--- src/rtl/ps2_decoder_if.sv ---
// rtl/ps2_decoder_if.sv - PS/2 pin and decoded-key bundle for ps2_decoder
interface ps2_decoder_if;
   logic       ps2_clk_async;
   logic       ps2_data_async;
   logic [7:0] scan_code;
   logic [7:0] ascii_code;
   logic       key_pressed;
   logic       key_released;

   modport master (
      output ps2_clk_async,
      output ps2_data_async,
      input  scan_code,
      input  ascii_code,
      input  key_pressed,
      input  key_released
   );

   modport slave (
      input  ps2_clk_async,
      input  ps2_data_async,
      output scan_code,
      output ascii_code,
      output key_pressed,
      output key_released
   );
endinterface

--- src/rtl/ps2_decoder.sv ---
// rtl/ps2_decoder.sv - PS/2 keyboard receiver and scan-code set 2 to ASCII translator
module ps2_decoder #(
   parameter int TIMEOUT_CYCLES = 50000
) (
   input  logic          clk,
   input  logic          reset_n,
   ps2_decoder_if.slave  bus
);

   localparam int TW = $clog2(TIMEOUT_CYCLES + 1);

   typedef enum logic [1:0] {IDLE, DATA, PARITY, STOP} state_t;

   state_t        state, state_nxt;
   logic [2:0]    clk_sync;
   logic [1:0]    data_sync;
   logic          fall;
   logic          ps2_bit;
   logic [TW-1:0] to_cnt;
   logic          timeout;
   logic [2:0]    bit_cnt;
   logic [7:0]    shift_reg;
   logic          parity_bit;
   logic          byte_valid;
   logic          shift_en;
   logic          ext, brk;
   logic          lshift, rshift;

   // [0],[1] are the synchroniser stages, [2] holds the previous synced value
   always_ff @(posedge clk or negedge reset_n) begin
      if (!reset_n) begin
         clk_sync  <= 3'b111;
         data_sync <= 2'b11;
      end else begin
         clk_sync  <= {clk_sync[1:0], bus.ps2_clk_async};
         data_sync <= {data_sync[0], bus.ps2_data_async};
      end
   end

   assign fall    = clk_sync[2] & ~clk_sync[1];
   assign ps2_bit = data_sync[1];
   assign timeout = (state != IDLE) && (to_cnt == TW'(TIMEOUT_CYCLES));

   always_ff @(posedge clk or negedge reset_n) begin
      if (!reset_n)
         to_cnt <= '0;
      else if (fall || timeout || state == IDLE)
         to_cnt <= '0;
      else
         to_cnt <= to_cnt + TW'(1);
   end

   always_ff @(posedge clk or negedge reset_n) begin
      if (!reset_n)
         state <= IDLE;
      else
         state <= state_nxt;
   end

   always_comb begin
      state_nxt = state;
      if (timeout) begin
         state_nxt = IDLE;
      end else if (fall) begin
         case (state)
            IDLE:    if (!ps2_bit) state_nxt = DATA;
            DATA:    if (bit_cnt == 3'd7) state_nxt = PARITY;
            PARITY:  state_nxt = STOP;
            STOP:    state_nxt = IDLE;
            default: state_nxt = IDLE;
         endcase
      end
   end

   always_comb begin
      shift_en   = 1'b0;
      byte_valid = 1'b0;
      if (fall && !timeout) begin
         shift_en   = (state == DATA);
         byte_valid = (state == STOP) && ps2_bit && (^{shift_reg, parity_bit});
      end
   end

   always_ff @(posedge clk or negedge reset_n) begin
      if (!reset_n) begin
         bit_cnt    <= '0;
         shift_reg  <= '0;
         parity_bit <= 1'b0;
      end else if (fall && !timeout) begin
         if (state == IDLE) begin
            bit_cnt <= '0;
         end else if (shift_en) begin
            shift_reg <= {ps2_bit, shift_reg[7:1]};
            bit_cnt   <= bit_cnt + 3'd1;
         end else if (state == PARITY) begin
            parity_bit <= ps2_bit;
         end
      end
   end

   // Each entry packs {unshifted, shifted} characters
   function automatic logic [7:0] translate(input logic [7:0] code,
                                            input logic       shift,
                                            input logic       extended);
      logic [15:0] pair;
      pair = 16'h0000;
      case (code)
         8'h1C: pair = "aA";
         8'h32: pair = "bB";
         8'h21: pair = "cC";
         8'h23: pair = "dD";
         8'h24: pair = "eE";
         8'h2B: pair = "fF";
         8'h34: pair = "gG";
         8'h33: pair = "hH";
         8'h43: pair = "iI";
         8'h3B: pair = "jJ";
         8'h42: pair = "kK";
         8'h4B: pair = "lL";
         8'h3A: pair = "mM";
         8'h31: pair = "nN";
         8'h44: pair = "oO";
         8'h4D: pair = "pP";
         8'h15: pair = "qQ";
         8'h2D: pair = "rR";
         8'h1B: pair = "sS";
         8'h2C: pair = "tT";
         8'h3C: pair = "uU";
         8'h2A: pair = "vV";
         8'h1D: pair = "wW";
         8'h22: pair = "xX";
         8'h35: pair = "yY";
         8'h1A: pair = "zZ";
         8'h16: pair = "1!";
         8'h1E: pair = "2@";
         8'h26: pair = "3#";
         8'h25: pair = "4$";
         8'h2E: pair = "5%";
         8'h36: pair = "6^";
         8'h3D: pair = "7&";
         8'h3E: pair = "8*";
         8'h46: pair = "9(";
         8'h45: pair = "0)";
         8'h4E: pair = "-_";
         8'h55: pair = "=+";
         8'h54: pair = "[{";
         8'h5B: pair = "]}";
         8'h5D: pair = "\\|";
         8'h4C: pair = ";:";
         8'h52: pair = "'\"";
         8'h41: pair = ",<";
         8'h49: pair = ".>";
         8'h4A: pair = "/?";
         8'h0E: pair = "`~";
         8'h29: pair = 16'h2020;
         8'h5A: pair = 16'h0D0D;
         8'h66: pair = 16'h0808;
         8'h0D: pair = 16'h0909;
         8'h76: pair = 16'h1B1B;
         default: pair = 16'h0000;
      endcase
      if (extended)
         return 8'h00;
      else if (shift)
         return pair[7:0];
      else
         return pair[15:8];
   endfunction

   // Prefix flags survive timeouts and only clear when a non-prefix byte lands
   always_ff @(posedge clk or negedge reset_n) begin
      if (!reset_n) begin
         bus.scan_code    <= '0;
         bus.ascii_code   <= '0;
         bus.key_pressed  <= 1'b0;
         bus.key_released <= 1'b0;
         ext              <= 1'b0;
         brk              <= 1'b0;
         lshift           <= 1'b0;
         rshift           <= 1'b0;
      end else begin
         bus.key_pressed  <= 1'b0;
         bus.key_released <= 1'b0;
         if (byte_valid) begin
            if (shift_reg == 8'hE0) begin
               ext <= 1'b1;
            end else if (shift_reg == 8'hF0) begin
               brk <= 1'b1;
            end else if (brk) begin
               bus.scan_code    <= shift_reg;
               bus.key_released <= 1'b1;
               if (!ext && shift_reg == 8'h12) lshift <= 1'b0;
               if (!ext && shift_reg == 8'h59) rshift <= 1'b0;
               brk <= 1'b0;
               ext <= 1'b0;
            end else begin
               bus.scan_code   <= shift_reg;
               bus.ascii_code  <= translate(shift_reg, lshift | rshift, ext);
               bus.key_pressed <= 1'b1;
               if (!ext && shift_reg == 8'h12) lshift <= 1'b1;
               if (!ext && shift_reg == 8'h59) rshift <= 1'b1;
               ext <= 1'b0;
            end
         end
      end
   end

endmodule

--- src/flat_wrapper.sv ---
// flat-port wrapper written by rule: the top's interface ports become plain ports
module ps2_decoder_flat 
#(
   parameter int TIMEOUT_CYCLES = 50000
)
  (clk, reset_n, bus_ps2_clk_async, bus_ps2_data_async, bus_scan_code, bus_ascii_code, bus_key_pressed, bus_key_released);
  ps2_decoder_if bus_i ();
  input  logic clk;
  input  logic reset_n;
  input wire logic [$bits(bus_i.ps2_clk_async)-1:0] bus_ps2_clk_async;
  input wire logic [$bits(bus_i.ps2_data_async)-1:0] bus_ps2_data_async;
  output wire logic [$bits(bus_i.scan_code)-1:0] bus_scan_code;
  output wire logic [$bits(bus_i.ascii_code)-1:0] bus_ascii_code;
  output wire logic [$bits(bus_i.key_pressed)-1:0] bus_key_pressed;
  output wire logic [$bits(bus_i.key_released)-1:0] bus_key_released;
  assign bus_i.ps2_clk_async = bus_ps2_clk_async;
  assign bus_i.ps2_data_async = bus_ps2_data_async;
  assign bus_scan_code = bus_i.scan_code;
  assign bus_ascii_code = bus_i.ascii_code;
  assign bus_key_pressed = bus_i.key_pressed;
  assign bus_key_released = bus_i.key_released;
  ps2_decoder #(.TIMEOUT_CYCLES(TIMEOUT_CYCLES)) u_core (.clk(clk), .reset_n(reset_n), .bus(bus_i));
endmodule
--- config.mk ---
export PLATFORM = sky130hd
export DESIGN_NAME = ps2_decoder_flat
export DESIGN_NICKNAME = d
export VERILOG_FILES = /design/src/rtl/ps2_decoder_if.sv /design/src/rtl/ps2_decoder.sv /design/src/flat_wrapper.sv
export SDC_FILE = /design/constraint.sdc
export NUM_CORES = 1
export LEC_CHECK = 0
export CAP_MARGIN = 30
export CELL_PAD_IN_SITES_DETAIL_PLACEMENT = 1
export CELL_PAD_IN_SITES_GLOBAL_PLACEMENT = 1
export CORE_MARGIN = 1
export CORE_UTILIZATION = 47
export CTS_CLUSTER_DIAMETER = 80
export DETAILED_ROUTE_END_ITERATION = 10
export PLACE_DENSITY_LB_ADDON = 0.1
export SLEW_MARGIN = 20
export SYNTH_ARGS = -nofsm -noshare
export SYNTH_HDL_FRONTEND = slang
export SYNTH_SLANG_ARGS = --single-unit
--- constraint.sdc ---
create_clock -name clk -period 4 [get_ports clk]
set_clock_uncertainty 0.2 [all_clocks]
set_input_delay 0.6 -clock clk [delete_from_list [all_inputs] [get_ports clk]]
set_output_delay 0.6 -clock clk [all_outputs]
set_load 0.005 [all_outputs]
== After elaboration in Yosys (flattened, before gate mapping) ==
Memory sizes are Yosys's and may differ from the RTL's.
Index checks and enable logic that the tools add are counted.

* Bits in registers: 57
* ROM bits: 1792
* Input bits: 4
* Output and inout bits: 18
* Word-level logic and storage cells: 93
* Memories: 1

{| class="wikitable"
|+ Memory list
! memory !! words !! bits a word !! read ports !! clocked after memory_dff !! write ports !! RTL line !! source
|-
| (no name shown) || 128 || 14 || 1 || 0 || 0 || ps2_decoder.sv:107 || <nowiki>case (code)</nowiki>
|}

* $add $sub $neg: 2
* Eq/ne operators: 12
* Multiplexer cells: 30
* Bitwise operators: 8
* Reduce and logical (&&, ||, !) cells: 25

{| class="wikitable"
|+ Operators by type and width
! cell !! count
|-
| 2-to-1 mux 16 bit || 2
|-
| 2-to-1 mux 1 bit || 19
|-
| adder 16 x 1 -> 16 bit, second input constant || 1
|-
| equality test 16 bit, second input constant || 1
|-
| equality test 8 bit, second input constant || 2
|-
| 2-to-1 mux 8 bit || 2
|-
| AND reduction 4 bit || 4
|-
| AND reduction 3 bit || 3
|-
| XOR reduction 9 bit || 1
|-
| equality test 8 x 5 -> 1 bit, second input constant || 1
|-
| equality test 8 x 7 -> 1 bit, second input constant || 1
|-
| 2-to-1 mux 2 bit || 4
|-
| one-hot mux 2 bit (4 select lines) || 1
|-
| logical AND 1 bit || 6
|-
| 2-to-1 mux 3 bit || 2
|-
| NOT 1 bit || 6
|-
| AND reduction 2 bit || 3
|-
| nonzero test 2 bit || 3
|-
| equality test 2 bit, second input constant || 2
|-
| adder 3 x 1 -> 3 bit, second input constant || 1
|-
| equality test 3 bit, second input constant || 1
|-
| inequality test 3 x 1 -> 1 bit, second input constant || 1
|-
| inequality test 3 bit, second input constant || 1
|-
| equality test 2 x 1 -> 1 bit, second input constant || 1
|-
| other kinds (6) || 8
|}

== Logic depth before layout (Yosys ltp) ==
Gate-level depths: netlist (run 1).

* Word-level depth: 7
* Depth in mapped cells: 11
* Gate-level depth less buffers: 8

== Worst setup path after synthesis (run 1) ==
Ideal clock, no wire load.

* Kind: register to register
* Start point: register u_core.shift_reg[1]
* End point: register u_core.lshift
* Setup time: 0.125 ns
* Arrival: 2.592 ns
* Required time: 3.675 ns
* Slack: 1.083 ns
* Cell stages (with the launch flop): 10
* Path buffers: 1
* Period minus slack after synthesis: 2.917 ns
* Path through: dfrtp_1 clkbuf_1 inv_1 ha_1 xnor2_1 xnor2_1 xnor2_2 nand4b_4 nor4_2 mux2_4

* Longest elaborated chain between the ends: 4
* Elaborated cells on any way between the ends: 10
* Those cells by class: eq/ne: 3; mux: 1; bitwise: 2; reduce/logical: 4

{| class="wikitable"
|+ RTL lines
! item !! RTL line !! source
|-
| start: declaration || ps2_decoder.sv:22 || <nowiki>logic [7:0] shift_reg;</nowiki>
|-
| start signal: assignment || ps2_decoder.sv:93 || <nowiki>shift_reg <= {ps2_bit, shift_reg[7:1]};</nowiki>
|-
| XOR reduction 9 bit || ps2_decoder.sv:80 || <nowiki>byte_valid = (state == STOP) && ps2_bit && (^{shift_reg, parity_bit});</nowiki>
|-
| logical AND 1 bit || ps2_decoder.sv:80 ||
|-
| 2-to-1 mux 1 bit || ps2_decoder.sv:78 || <nowiki>if (fall && !timeout) begin</nowiki>
|-
| AND reduction 4 bit (no line) (*) || n/a ||
|-
| end signal: assignment || ps2_decoder.sv:179 || <nowiki>lshift <= 1'b0;</nowiki>
|-
| end signal: assignment || ps2_decoder.sv:192 || <nowiki>if (!ext && shift_reg == 8'h12) lshift <= 1'b0;</nowiki>
|-
| end signal: assignment || ps2_decoder.sv:200 || <nowiki>if (!ext && shift_reg == 8'h12) lshift <= 1'b1;</nowiki>
|-
| end: declaration || ps2_decoder.sv:27 || <nowiki>logic lshift, rshift;</nowiki>
|}

Mark *: on every way between the ends. The rest lies on a longest branch, timed or not.
A chain may end at the register's enable or synchronous reset.

== Worst setup path after layout (run 1) ==
* Start point: register u_core.shift_reg[1]
* End point: register u_core.bus.ascii_code[4]

* Longest elaborated chain between the ends: 4
* Elaborated cells on any way between the ends: 12
* Those cells by class: eq/ne: 2; mux: 4; bitwise: 2; reduce/logical: 3; memory: 1

{| class="wikitable"
|+ RTL lines
! item !! RTL line !! source
|-
| memory read (128 x 14 bit) or XOR reduction 9 bit (tied branches) || n/a ||
|-
| 2-to-1 mux 16 bit or logical AND 1 bit (tied branches) || ps2_decoder.sv:107, ps2_decoder.sv:80 ||
|-
| 2-to-1 mux 8 bit or 2-to-1 mux 1 bit (tied branches) || ps2_decoder.sv:164, ps2_decoder.sv:78 ||
|-
| 2-to-1 mux 8 bit or AND reduction 4 bit (tied branches) || n/a ||
|-
| end signal: assignment || ps2_decoder.sv:198 || <nowiki>bus.ascii_code <= translate(shift_reg, lshift | rshift, ext);</nowiki>
|-
| end: declaration || ps2_decoder_if.sv:23 || <nowiki>output ascii_code,</nowiki>
|}

Parallel ways exist; a longest one is shown, timed or not.

==> results of run 1 <==
[worst reg2reg max path, cell delays in order (launching register included)]
cell and delay, ns:
dfrtp_1 0.70, inv_1 0.28, ha_1 0.38, and4b_1 0.26, and3_1 0.20, nor4bb_1 0.35, nand3_2 0.31, a31o_2 0.31
o32a_1 0.27
[report_power, final]
group          internal, mW  switching (mW)
clock network         0.126           0.193
logic                 0.581           0.864
registers             0.669           0.161
[layer usage]
metal	vias to the layer above	track usage [%]	wire length, µm
li1	1744	-	-
met1	1873	37.5	5310
met2	115	50.1	6420
met3	33	3.87	632
met4	0	12.6	445
met5	-	0	0
[repair_timing]
action / 4_1_cts / 5_1_grt
endpoints found under the setup margin: 0 / 0
endpoints found under the hold margin: 0 / 8
hold buffers: 0 / 1
[layout by cell type (no fill, tap or decap), types with 4 or more instances in the layout]
cell and count:
a211o_1 4, a21oi_1 23, a31oi_1 6, buf_4 12
clkbuf_8 5, clkdlybuf4s50_1 19, dfrtp_1 51, dfstp_2 5
ha_1 16, inv_1 23, mux2_2 7, mux2_4 6
mux2i_1 7, nand2_1 37, nand2b_1 7, nand3_1 16
nand4_1 7, nor2_1 34, nor2b_1 13, nor3_1 17
o2111ai_1 6, o211ai_1 10, o21a_1 6, o21ai_0 34
o22ai_1 4, or3_1 7, xnor2_1 10, xor2_1 7
[area by class of cell]
cell class | instances | area (µm²)
clock buffer | 5 | 68.8
clock inverter | 3 | 22.5
fill | 1035 | 4150
inverter | 24 | 90.1
multi-input combinational | 358 | 2490
sequential | 56 | 1410
tap | 108 | 135
timing repair buffer | 34 | 315
[kinds of logic (layout without fill, tap and decap cells)]
kind of cell / Yosys count / in the layout / synth area share, %
fa+ha+maj: 16 / 16 / 4.79
other cells: 1 / 1 / 0.0898
simple gates: 167 / 167 / 22.1
flops: 56 / 56 / 33.7
compound gates: 134 / 134 / 21.9
xor+xnor: 18 / 18 / 3.96
mux: 22 / 22 / 6.80
buf+inv: 65 / 66 / 6.71
[worst paths after layout]
path | to | slack [ns] | depth (start not counted)
setup / recovery | u_core.bus.ascii_code[4]$_DFFE_PN0P_ | 0.66 | 8
hold / removal | u_core.data_sync[1]$_DFF_PN1_ | 0.16 | 0
setup reg to reg | u_core.bus.ascii_code[4]$_DFFE_PN0P_ | 0.66 | 8
hold reg to reg | u_core.data_sync[1]$_DFF_PN1_ | 0.16 | 0
max in group asynchronous | u_core.clk_sync[2]$_DFF_PN1_ | 2.52 | 3
min in group asynchronous | u_core.bus.ascii_code[0]$_DFFE_PN0P_ | 0.49 | 2
==> key figures, run 1 <==
Outcome
  • Status: finished, final reports clean

Layout
  • Area Growth Syn to Fin: 8.42%
  • Max reg flops: 16
  • Final Net Count: 499
  • Final cell count without fillers: 588
  • Layout cells sized above 1: 12.1%
  • Final instance area: 0.00453 mm²
  • N_diodes: 0
  • Utilization after layout: 52.2%

Global routing
  • Largest net degree at the start of global routing: 41
  • Vias in the first global route: 3754
  • GRT overflow: 0
  • Initial antenna violation count: 0
  • First-pass GRT wire length: 20300 µm
  • Total GRT Usage: 29.5%

Placed design
  • Placed insts: 578
  • I/O Buffers: 20
  • Area of placed instances: 0.00441 mm²
  • DP Worst Slack: 0.689 ns
  • Hpwl dp: 9230 µm
  • RePlAce Congestion: 0.941

Floorplanning
  • Die height: 96.3 µm
  • Initial cell density of the core: 48.1%
  • # IOs: 22
  • Row cnt: 34
  • Die area: 0.00926 mm²
  • Die W: 96.3 µm
  • Core outline area: 0.00868 mm²

Timing
  • Max-Slew Margin vs Limit: 45.6%
  • Post-layout min period: 3.34 ns
  • Pins Over Slew Limit: 0
  • Worst Max-Slew Pin Slew: 0.814 ns
  • Final setup vio count: 0
  • Final worst slack: 0.660 ns
  • RSZ-0062 raised after global routing: false
  • Setup TNS: 0 ns
  • Final hold viol count: 0
  • Max Fclk: 0.299 GHz
  • Final Hold Slack: 0.162 ns
  • Period utilization: 83.5%

Flow run
  • Max-cap viol count: 0

Clock tree
  • Clk root buf: clkbuf_8
  • CTS H-tree lvls: 2
  • CTS resizes: 0
  • CTS Buf Count: 5
  • Clock Sinks: 56
  • Total setup buffers inserted after CTS: 0
  • Worst-path clk slew: 0.11 ns
  • Clk buf depth: 2
  • Clock insertion delay at the later pin of the skew report: 0.31 ns
  • CTS tree: done

Logic synthesis
  • Largest cells by area after synthesis: dfrtp_1 (31%), ha_1 (4.8%), o21ai_0 (4.1%)
  • Ys flop type: dfrtp_1
  • Post-synthesis sequential area ratio: 33.7%
  • Count leader, synth: dfrtp_1
  • Synth Register Bits: 56
  • Asr flop ratio synth: 100%
  • Commonest cells post-synth: dfrtp_1 (51), nand2_1 (37), nor2_1 (34), o21ai_0 (34), clkbuf_1 (27)
  • Mapped Cells: 479
  • Mapped Avg Cell Area: 8.72 µm²
  • Post-synthesis cell type count: 80
  • Top cell type's share of synthesized area: 30.6%
  • Area leader, netlist: dfrtp_1
  • Synthesized area: 0.00418 mm²
  • Syn. warnings: 0
  • Mapped Nets: 499
  • EDFF count, synth: 0

Pwr
  • Worst vdd ir: 0.276 mV
  • Power after layout: 2.59 mW
  • Power Dens Cells: 573 mW/mm²
  • Pleak: 1.85 nW

Critical path
  • Buffers plus inverters on the worst setup path: 1
  • Crit path from: u_core.shift_reg[1]$_DFFE_PN0P_
  • Critical path peak fanout: 18
  • Critical path required time: 4.01 ns
  • Critical Path Sink Type: flip-flop
  • Crit path largest cell delay: 0.70 ns
  • Worst path slowest cell: dfrtp_1
  • Startpoint Class: flip-flop
  • CP cell instances: inv_1 -> ha_1 -> and4b_1 -> and3_1 -> nor4bb_1 -> nand3_2 -> a31o_2 -> o32a_1
  • Largest delay contributor family on the critical path: simple AND/OR/NAND/NOR gates
  • Crit Path Category: flip-flop to flip-flop
  • Data arrival, critical path: 3.35 ns
  • Worst r2r src: u_core.shift_reg[1]$_DFFE_PN0P_

Detailed routing
  • Routed WL per cell: 21.8 µm
  • Drt drc: 0
  • Iteration-0 DRC Markers: 218
  • Vias: 3765
  • Routed vias/inst: 6.40
  • Detailed-router iteration count before antenna repair: 5
  • Total wire length: 12800 µm
  • Post-DRT Antenna Nets: 0

Min path
  • Hold crit path type: flip-flop to flip-flop
  • Hold_sp: u_core.data_sync[0]$_DFF_PN1_
Note: power is estimated with default switching activity, not from simulation.
==> inputs of run 2 (changes only) <==
==> constraint.sdc (replaced) <==
create_clock -name clk -period 3.44 [get_ports clk]
set_clock_uncertainty 0.2 [all_clocks]
set_input_delay 0.516 -clock clk [delete_from_list [all_inputs] [get_ports clk]]
set_output_delay 0.516 -clock clk [all_outputs]
set_load 0.005 [all_outputs]
==> run 2 against run 1 <==
Against the previous run:
- non-clock buffer count unchanged
- core utilization up 0.10 points
- count of clock-buffer cells in the layout unchanged
- sequential share of layout area down 0.060 points
- via count up 0.21%
- fmax up 4.8%
- die area unchanged
- flip-flop and latch count unchanged
- global-route usage down 0.37 points
- clock power up 16%
- highest routed layer unchanged
==> key figures, run 2 (synthesis results as in run 1) <==
Pwr
  • Pleak: 1.84 nW (was 1.85 nW)
  • Logic pwr share: 56.7% (was 55.7%)
  • Power Dens Cells: 667 mW/mm² (was 573 mW/mm²)
  • Worst vdd ir: 0.339 mV (was 0.276 mV)
  • Clock Power Share: 12.2% (was 12.3%)
  • Net Sw Frac: 46.9% (was 47.0%)
  • Internal: 1.60 mW (was 1.38 mW)
  • Psw: 1.42 mW (was 1.22 mW)
  • Flop pwr share: 31.1% (was 32.0%)

Floorplanning
  • Die area: 0.00926 mm² (unchanged)
  • Die height: 96.3 µm (unchanged)
  • Initial cell density of the core: 48.1% (unchanged)
  • Row cnt: 34 (unchanged)
  • # IOs: 22 (unchanged)
  • Core outline area: 0.00868 mm² (unchanged)
  • Die W: 96.3 µm (unchanged)

Timing
  • Max-Slew Margin vs Limit: 58.1% (was 45.6%)
  • Post-layout min period: 3.19 ns (was 3.34 ns)
  • Final Hold Slack: 0.163 ns (was 0.162 ns)
  • Max Fclk: 0.314 GHz (was 0.299 GHz)
  • Final hold viol count: 0 (unchanged)
  • Pins Over Slew Limit: 0 (unchanged)
  • RSZ-0062 raised after global routing: false (unchanged)
  • Final setup vio count: 0 (unchanged)
  • Setup TNS: 0 ns (unchanged)
  • Worst Max-Slew Pin Slew: 0.621 ns (was 0.814 ns)
  • Period utilization: 92.7% (was 83.5%)

Critical path
  • Data arrival, critical path: 3.19 ns (was 3.35 ns)
  • Crit Path Category: flip-flop to flip-flop (unchanged)
  • Critical path peak fanout: 9 (was 18)
  • Startpoint Class: flip-flop (unchanged)
  • Critical Path Sink Type: flip-flop (unchanged)
  • Critical path required time: 3.45 ns (was 4.01 ns)

Global routing
  • Largest net degree at the start of global routing: 54 (was 41)
  • Vias in the first global route: 3852 (was 3754)
  • Total GRT Usage: 29.1% (was 29.5%)
  • Initial antenna violation count: 0 (unchanged)
  • GRT overflow: 0 (unchanged)
  • First-pass GRT wire length: 20300 µm (about the same)

Layout
  • Area Growth Syn to Fin: 8.63% (was 8.42%)
  • FF+latch area: 0.00141 mm² (unchanged)
  • N_diodes: 0 (unchanged)
  • Area of the multi-input gates: 0.00249 mm² (unchanged)
  • Fill count: 1057 (was 1035)
  • Utilization after layout: 52.3% (was 52.2%)
  • Commonest non-fill, non-tap cell in the layout: dfrtp_1 (unchanged)
  • Commonest cells after routing, fill and taps aside: dfrtp_1 (51), nand2_1 (37), o21ai_0 (34), nor2_1 (34) (unchanged)
  • Layout cells sized above 1: 12.1% (unchanged)
  • Final cell count without fillers: 588 (unchanged)
  • Max reg flops: 16 (unchanged)
  • Final Net Count: 499 (unchanged)

Flow run
  • Max-cap viol count: 0 (unchanged)

Detailed routing
  • Iteration-0 DRC Markers: 261 (was 218)
  • Detailed-router iteration count before antenna repair: 5 (unchanged)
  • Routed WL per cell: 21.6 µm (was 21.8 µm)
  • Total wire length: 12700 µm (was 12800 µm)
  • Routed vias/inst: 6.42 (was 6.40)
  • Vias: 3773 (was 3765)
  • Drt drc: 0 (unchanged)
  • Post-DRT Antenna Nets: 0 (unchanged)

Clock tree
  • CTS tree: done (unchanged)
  • Clk buf depth: 2 (unchanged)
  • Clock Sinks: 56 (unchanged)
  • CTS H-tree lvls: 2 (unchanged)
  • Clock insertion delay at the later pin of the skew report: 0.31 ns (about the same)
  • Clk root buf: clkbuf_8 (unchanged)
  • Total setup buffers inserted after CTS: 0 (unchanged)
  • CTS Buf Count: 5 (unchanged)
  • Worst-path clk slew: 0.10 ns (was 0.11 ns)

Placed design
  • RePlAce Congestion: 0.972 (was 0.941)
  • I/O Buffers: 20 (unchanged)
  • Placed insts: 579 (was 578)
  • Hpwl dp: 9240 µm (was 9230 µm)

Outcome
  • Status: finished, final reports clean (unchanged)

Min path
  • Hold crit path type: flip-flop to flip-flop (unchanged)
## run 2: per-stage QoR
step | power [mW] | worst slack [ns] | area, µm²
2_1_floorplan | 2.15 | 0.523 | 4180
3_3_place_gp | 2.58 | 0.415 | 4410
3_5_place_dp | 2.63 | 0.267 | 4430
4_1_cts | 3.02 | 0.229 | 4540
5_1_grt | 3.23 | 0.0671 | 4540
6_report | 3.02 | 0.251 | 4540
## run 2: worst max-delay path, stage by stage (launching register included)
cell,delay (ns)
dfrtp_1,0.44
inv_1,0.09
ha_1,0.31
or4b_4,0.58
nor4_4,0.47
nor2_4,0.14
nand2_1,0.11
or2_1,0.40
mux2_4,0.34
## run 2: path summary, 6_finish.rpt
check,startpoint,to,slack (ns),cells after the start
setup / recovery,u_core.state[0]$_DFFE_PN0P_,u_core.shift_reg[7]$_DFFE_PN0P_,0.25,8
hold / removal,u_core.clk_sync[0]$_DFF_PN1_,u_core.clk_sync[1]$_DFF_PN1_,0.16,0
setup reg to reg,u_core.state[0]$_DFFE_PN0P_,u_core.shift_reg[7]$_DFFE_PN0P_,0.25,8
hold reg to reg,u_core.clk_sync[0]$_DFF_PN1_,u_core.clk_sync[1]$_DFF_PN1_,0.16,0
max in group asynchronous,reset_n,u_core.to_cnt[4]$_DFF_PN0_,1.76,4
min in group asynchronous,reset_n,u_core.bus.ascii_code[1]$_DFFE_PN0P_,0.52,2
## run 2: power by group through the flow
stage	clock (mW)	combinational (mW)	sequential [mW]
3_5_place_dp	0	1.68	0.951
5_1_grt	0.408	1.86	0.957
3_3_place_gp	0	1.64	0.942
6_report	0.370	1.71	0.941
2_1_floorplan	0	1.29	0.866
4_1_cts	0.388	1.69	0.939
## run 2: what timing repair did
action | 4_1_cts | 5_1_grt
hold buffers | 1 | 0
endpoints found under the hold margin | 16 | 0
gates resized for setup | 0 | 0
## run 2: final cells by class
cell class,count,area share [%]
Multi-Input combinational cell,358,54.8
Sequential cell,56,31.0
Timing Repair Buffer,34,7.12
Tap cell,108,2.98
Inverter,24,1.99
Clock buffer,5,1.52
Clock inverter,3,0.524
## run 2: per-layer routing
layer | vias to the layer above | routed length [µm] | track usage, %
met1 | 1877 | 5470 | 36.9
met4 | 0 | 584 | 15.0
met5 | - | 0 | 0
met3 | 40 | 476 | 2.92
li1 | 1741 | - | -
met2 | 115 | 6150 | 49.0
==> inputs of run 3 (changes only) <==
--- a/config.mk
+++ b/config.mk
@@ -9,9 +9,11 @@
 export CELL_PAD_IN_SITES_DETAIL_PLACEMENT = 1
 export CELL_PAD_IN_SITES_GLOBAL_PLACEMENT = 1
 export CORE_MARGIN = 1
-export CORE_UTILIZATION = 47
+export CORE_UTILIZATION = 50
 export CTS_CLUSTER_DIAMETER = 80
 export DETAILED_ROUTE_END_ITERATION = 10
+export DONT_BUFFER_PORTS = 1
+export GPL_TIMING_DRIVEN = 0
 export PLACE_DENSITY_LB_ADDON = 0.1
 export SLEW_MARGIN = 20
 export SYNTH_ARGS = -nofsm -noshare
==> run 3 against run 2 <==
Against the previous run:
- setup slack got worse by 0.15 ns
- final cell count grew 0.51%
- fmax down 4.4%
- flip-flop and latch count unchanged
- sequential share of layout area increased by 0.53 points
- highest routed layer unchanged
==> key figures, run 3 (synthesis results as in run 1) <==
Floorplanning
  • Die W: 93.4 µm (was 96.3 µm)
  • # IOs: 22 (unchanged)
  • Initial cell density of the core: 52.9% (was 48.1%)
  • Die height: 93.4 µm (was 96.3 µm)
  • Core outline area: 0.00789 mm² (was 0.00868 mm²)
  • Die area: 0.00872 mm² (was 0.00926 mm²)
  • Row cnt: 32 (was 34)

Timing
  • Pins Over Slew Limit: 0 (unchanged)
  • Post-layout min period: 3.34 ns (was 3.19 ns)
  • Setup TNS: 0 ns (unchanged)
  • Max Fclk: 0.300 GHz (was 0.314 GHz)
  • Period utilization: 97.0% (was 92.7%)
  • Final setup vio count: 0 (unchanged)
  • Max-Slew Margin vs Limit: 51.6% (was 58.1%)
  • Final Hold Slack: 0.166 ns (was 0.163 ns)
  • Worst Max-Slew Pin Slew: 0.723 ns (was 0.621 ns)
  • Final hold viol count: 0 (unchanged)
  • RSZ-0062 raised after global routing: false (unchanged)

Placed design
  • Hpwl dp: 10700 µm (was 9240 µm)
  • RePlAce Congestion: 1.00 (was 0.972)
  • I/O Buffers: 0 (was 20)
  • Placed insts: 581 (was 579)

Critical path
  • Worst r2r src: u_core.shift_reg[1]$_DFFE_PN0P_ (was u_core.state[0]$_DFFE_PN0P_)
  • CP cell instances: clkbuf_4 -> inv_1 -> ha_1 -> xnor2_1 -> xnor2_1 -> xnor2_2 -> nand4b_4 -> nor4_2 -> mux2_4 (was inv_1 -> ha_1 -> or4b_4 -> nor4_4 -> nor2_4 -> nand2_1 -> or2_1 -> mux2_4)
  • Crit Path Category: flip-flop to flip-flop (unchanged)
  • Crit path from: u_core.shift_reg[1]$_DFFE_PN0P_ (was u_core.state[0]$_DFFE_PN0P_)
  • Reg2Reg Depth: 9 (was 8)
  • Crit path largest cell delay: 0.51 ns (was 0.58 ns)
  • Startpoint Class: flip-flop (unchanged)
  • Critical path peak fanout: 10 (was 9)
  • Most frequent cell on the critical path: xnor2_1
  • Data arrival, critical path: 3.36 ns (was 3.19 ns)
  • Worst path slowest cell: dfrtp_2 (was or4b_4)
  • Critical path required time: 3.47 ns (was 3.45 ns)
  • Critical Path Sink Type: flip-flop (unchanged)

Clock tree
  • Clock insertion delay at the later pin of the skew report: 0.34 ns (was 0.31 ns)
  • CTS Buf Count: 5 (unchanged)
  • Clk root buf: clkbuf_8 (unchanged)
  • CTS tree: done (unchanged)
  • Clock Sinks: 56 (unchanged)
  • Clk buf depth: 2 (unchanged)
  • Worst-path clk slew: 0.13 ns (was 0.10 ns)
  • CTS H-tree lvls: 2 (unchanged)

Layout
  • Layout cells sized above 1: 12.7% (was 12.1%)
  • Final Net Count: 508 (was 499)
  • N_diodes: 0 (unchanged)
  • Max reg flops: 16 (unchanged)
  • Area of the multi-input gates: 0.00249 mm² (about the same)
  • Final cell count without fillers: 591 (was 588)
  • Area Growth Syn to Fin: 6.98% (was 8.63%)
  • Fill count: 913 (was 1057)
  • Commonest non-fill, non-tap cell in the layout: dfrtp_1 (unchanged)
  • FF+latch area: 0.00141 mm² (about the same)
  • Commonest cells after routing, fill and taps aside: dfrtp_1 (49), nand2_1 (37), o21ai_0 (34), nor2_1 (34) (was dfrtp_1 (51), nand2_1 (37), o21ai_0 (34), nor2_1 (34))

Detailed routing
  • Post-DRT Antenna Nets: 0 (unchanged)
  • Iteration-0 DRC Markers: 452 (was 261)
  • Routed WL per cell: 25.5 µm (was 21.6 µm)
  • Drt drc: 0 (unchanged)
  • Routed vias/inst: 6.99 (was 6.42)
  • Total wire length: 15100 µm (was 12700 µm)
  • Detailed-router iteration count before antenna repair: 8 (was 5)
  • Vias: 4129 (was 3773)

Pwr
  • Worst vdd ir: 0.457 mV (was 0.339 mV)
  • Power Dens Cells: 718 mW/mm² (was 667 mW/mm²)
  • Power after layout: 3.20 mW (was 3.02 mW)
  • Pleak: 1.83 nW (was 1.84 nW)

Outcome
  • Status: finished, final reports clean (unchanged)

Min path
  • Hold crit path type: flip-flop to flip-flop (unchanged)
  • Hold Crit Depth: 0 (unchanged)
  • Hold_sp: u_core.data_sync[0]$_DFF_PN1_ (was u_core.clk_sync[0]$_DFF_PN1_)

Global routing
  • First-pass GRT wire length: 24500 µm (was 20300 µm)
  • Largest net degree at the start of global routing: 57 (was 54)
  • Total GRT Usage: 37.3% (was 29.1%)
  • Vias in the first global route: 4356 (was 3852)
  • Initial antenna violation count: 0 (unchanged)
  • GRT overflow: 0 (unchanged)

Flow run
  • Max-cap viol count: 0 (unchanged)
-- run 3: cell count changes in the layout (fill, tap and decap cells not counted), sizes merged --
cell / delta
clkinvlp: -2
clkbuf: +26
inv: +1
dlygate4sd3: +2
clkdlybuf4s50: -19
clkinv: +1
-- run 3: worst max-delay path: cells and delay by family, from the launching register on --
kind	cells	cell delay, ns
xor gates and xnor gates	3	0.69
adders and majority gates	1	0.42
buffers and inverters	2	0.44
and+or+nand+nor	2	0.62
muxes	1	0.34
DFF	1	0.51
-- run 3: final timing paths --
kind                                                 end  slack [ns]
min in group asynchronous  u_core.bit_cnt[1]$_DFFE_PN0P_        0.48
max in group asynchronous   u_core.clk_sync[1]$_DFF_PN1_        2.26
min                        u_core.data_sync[1]$_DFF_PN1_        0.17
min reg2reg                u_core.data_sync[1]$_DFF_PN1_        0.17
max                            u_core.lshift$_DFFE_PN0P_        0.10
max reg2reg                    u_core.lshift$_DFFE_PN0P_        0.10
-- run 3: area by class of cell --
cell class / instances / area share, %
clock inverter: 3 / 0.756
buffer: 39 / 4.20
tap: 102 / 2.86
multi-input combinational: 358 / 55.8
inverter: 24 / 2.02
timing repair buffer: 4 / 1.29
sequential: 56 / 31.6
clock buffer: 5 / 1.54
-- run 3: report_power, final --
part	switching, mW	internal, mW
clock	0.264	0.154
sequential	0.110	0.780
combinational	1.24	0.661
total	1.61	1.59
-- run 3: stage by stage --
step	area, µm²	setup slack, ns	util (%)
global placement	4300	-0.375	54.6
floorplan	4180	0.523	-
CTS	4470	0.0741	56.7
global route	4470	0.0263	56.6
detailed placement	4300	-0.346	54.6
finish	4470	0.104	56.6
-- run 3: routing by layer --
layer	vias to the layer above	global-route usage, %	share of wire [%]
met5	-	0	0
met2	229	62.1	48
met4	0	21.2	5.8
li1	1758	-	-
met1	2062	46.6	40
met3	80	4.88	5.8
-- run 3: timing repair --
| action | in CTS | in global routing |
|---|---|---|
| gates resized for setup | 3 | 5 |
| setup endpoints to repair | 10 | 8 |
| setup buffers | 0 | 0 |
| hold endpoints to repair | 58 | 0 |
| pin swaps | 0 | 0 |
| hold buffers | 4 | 0 |
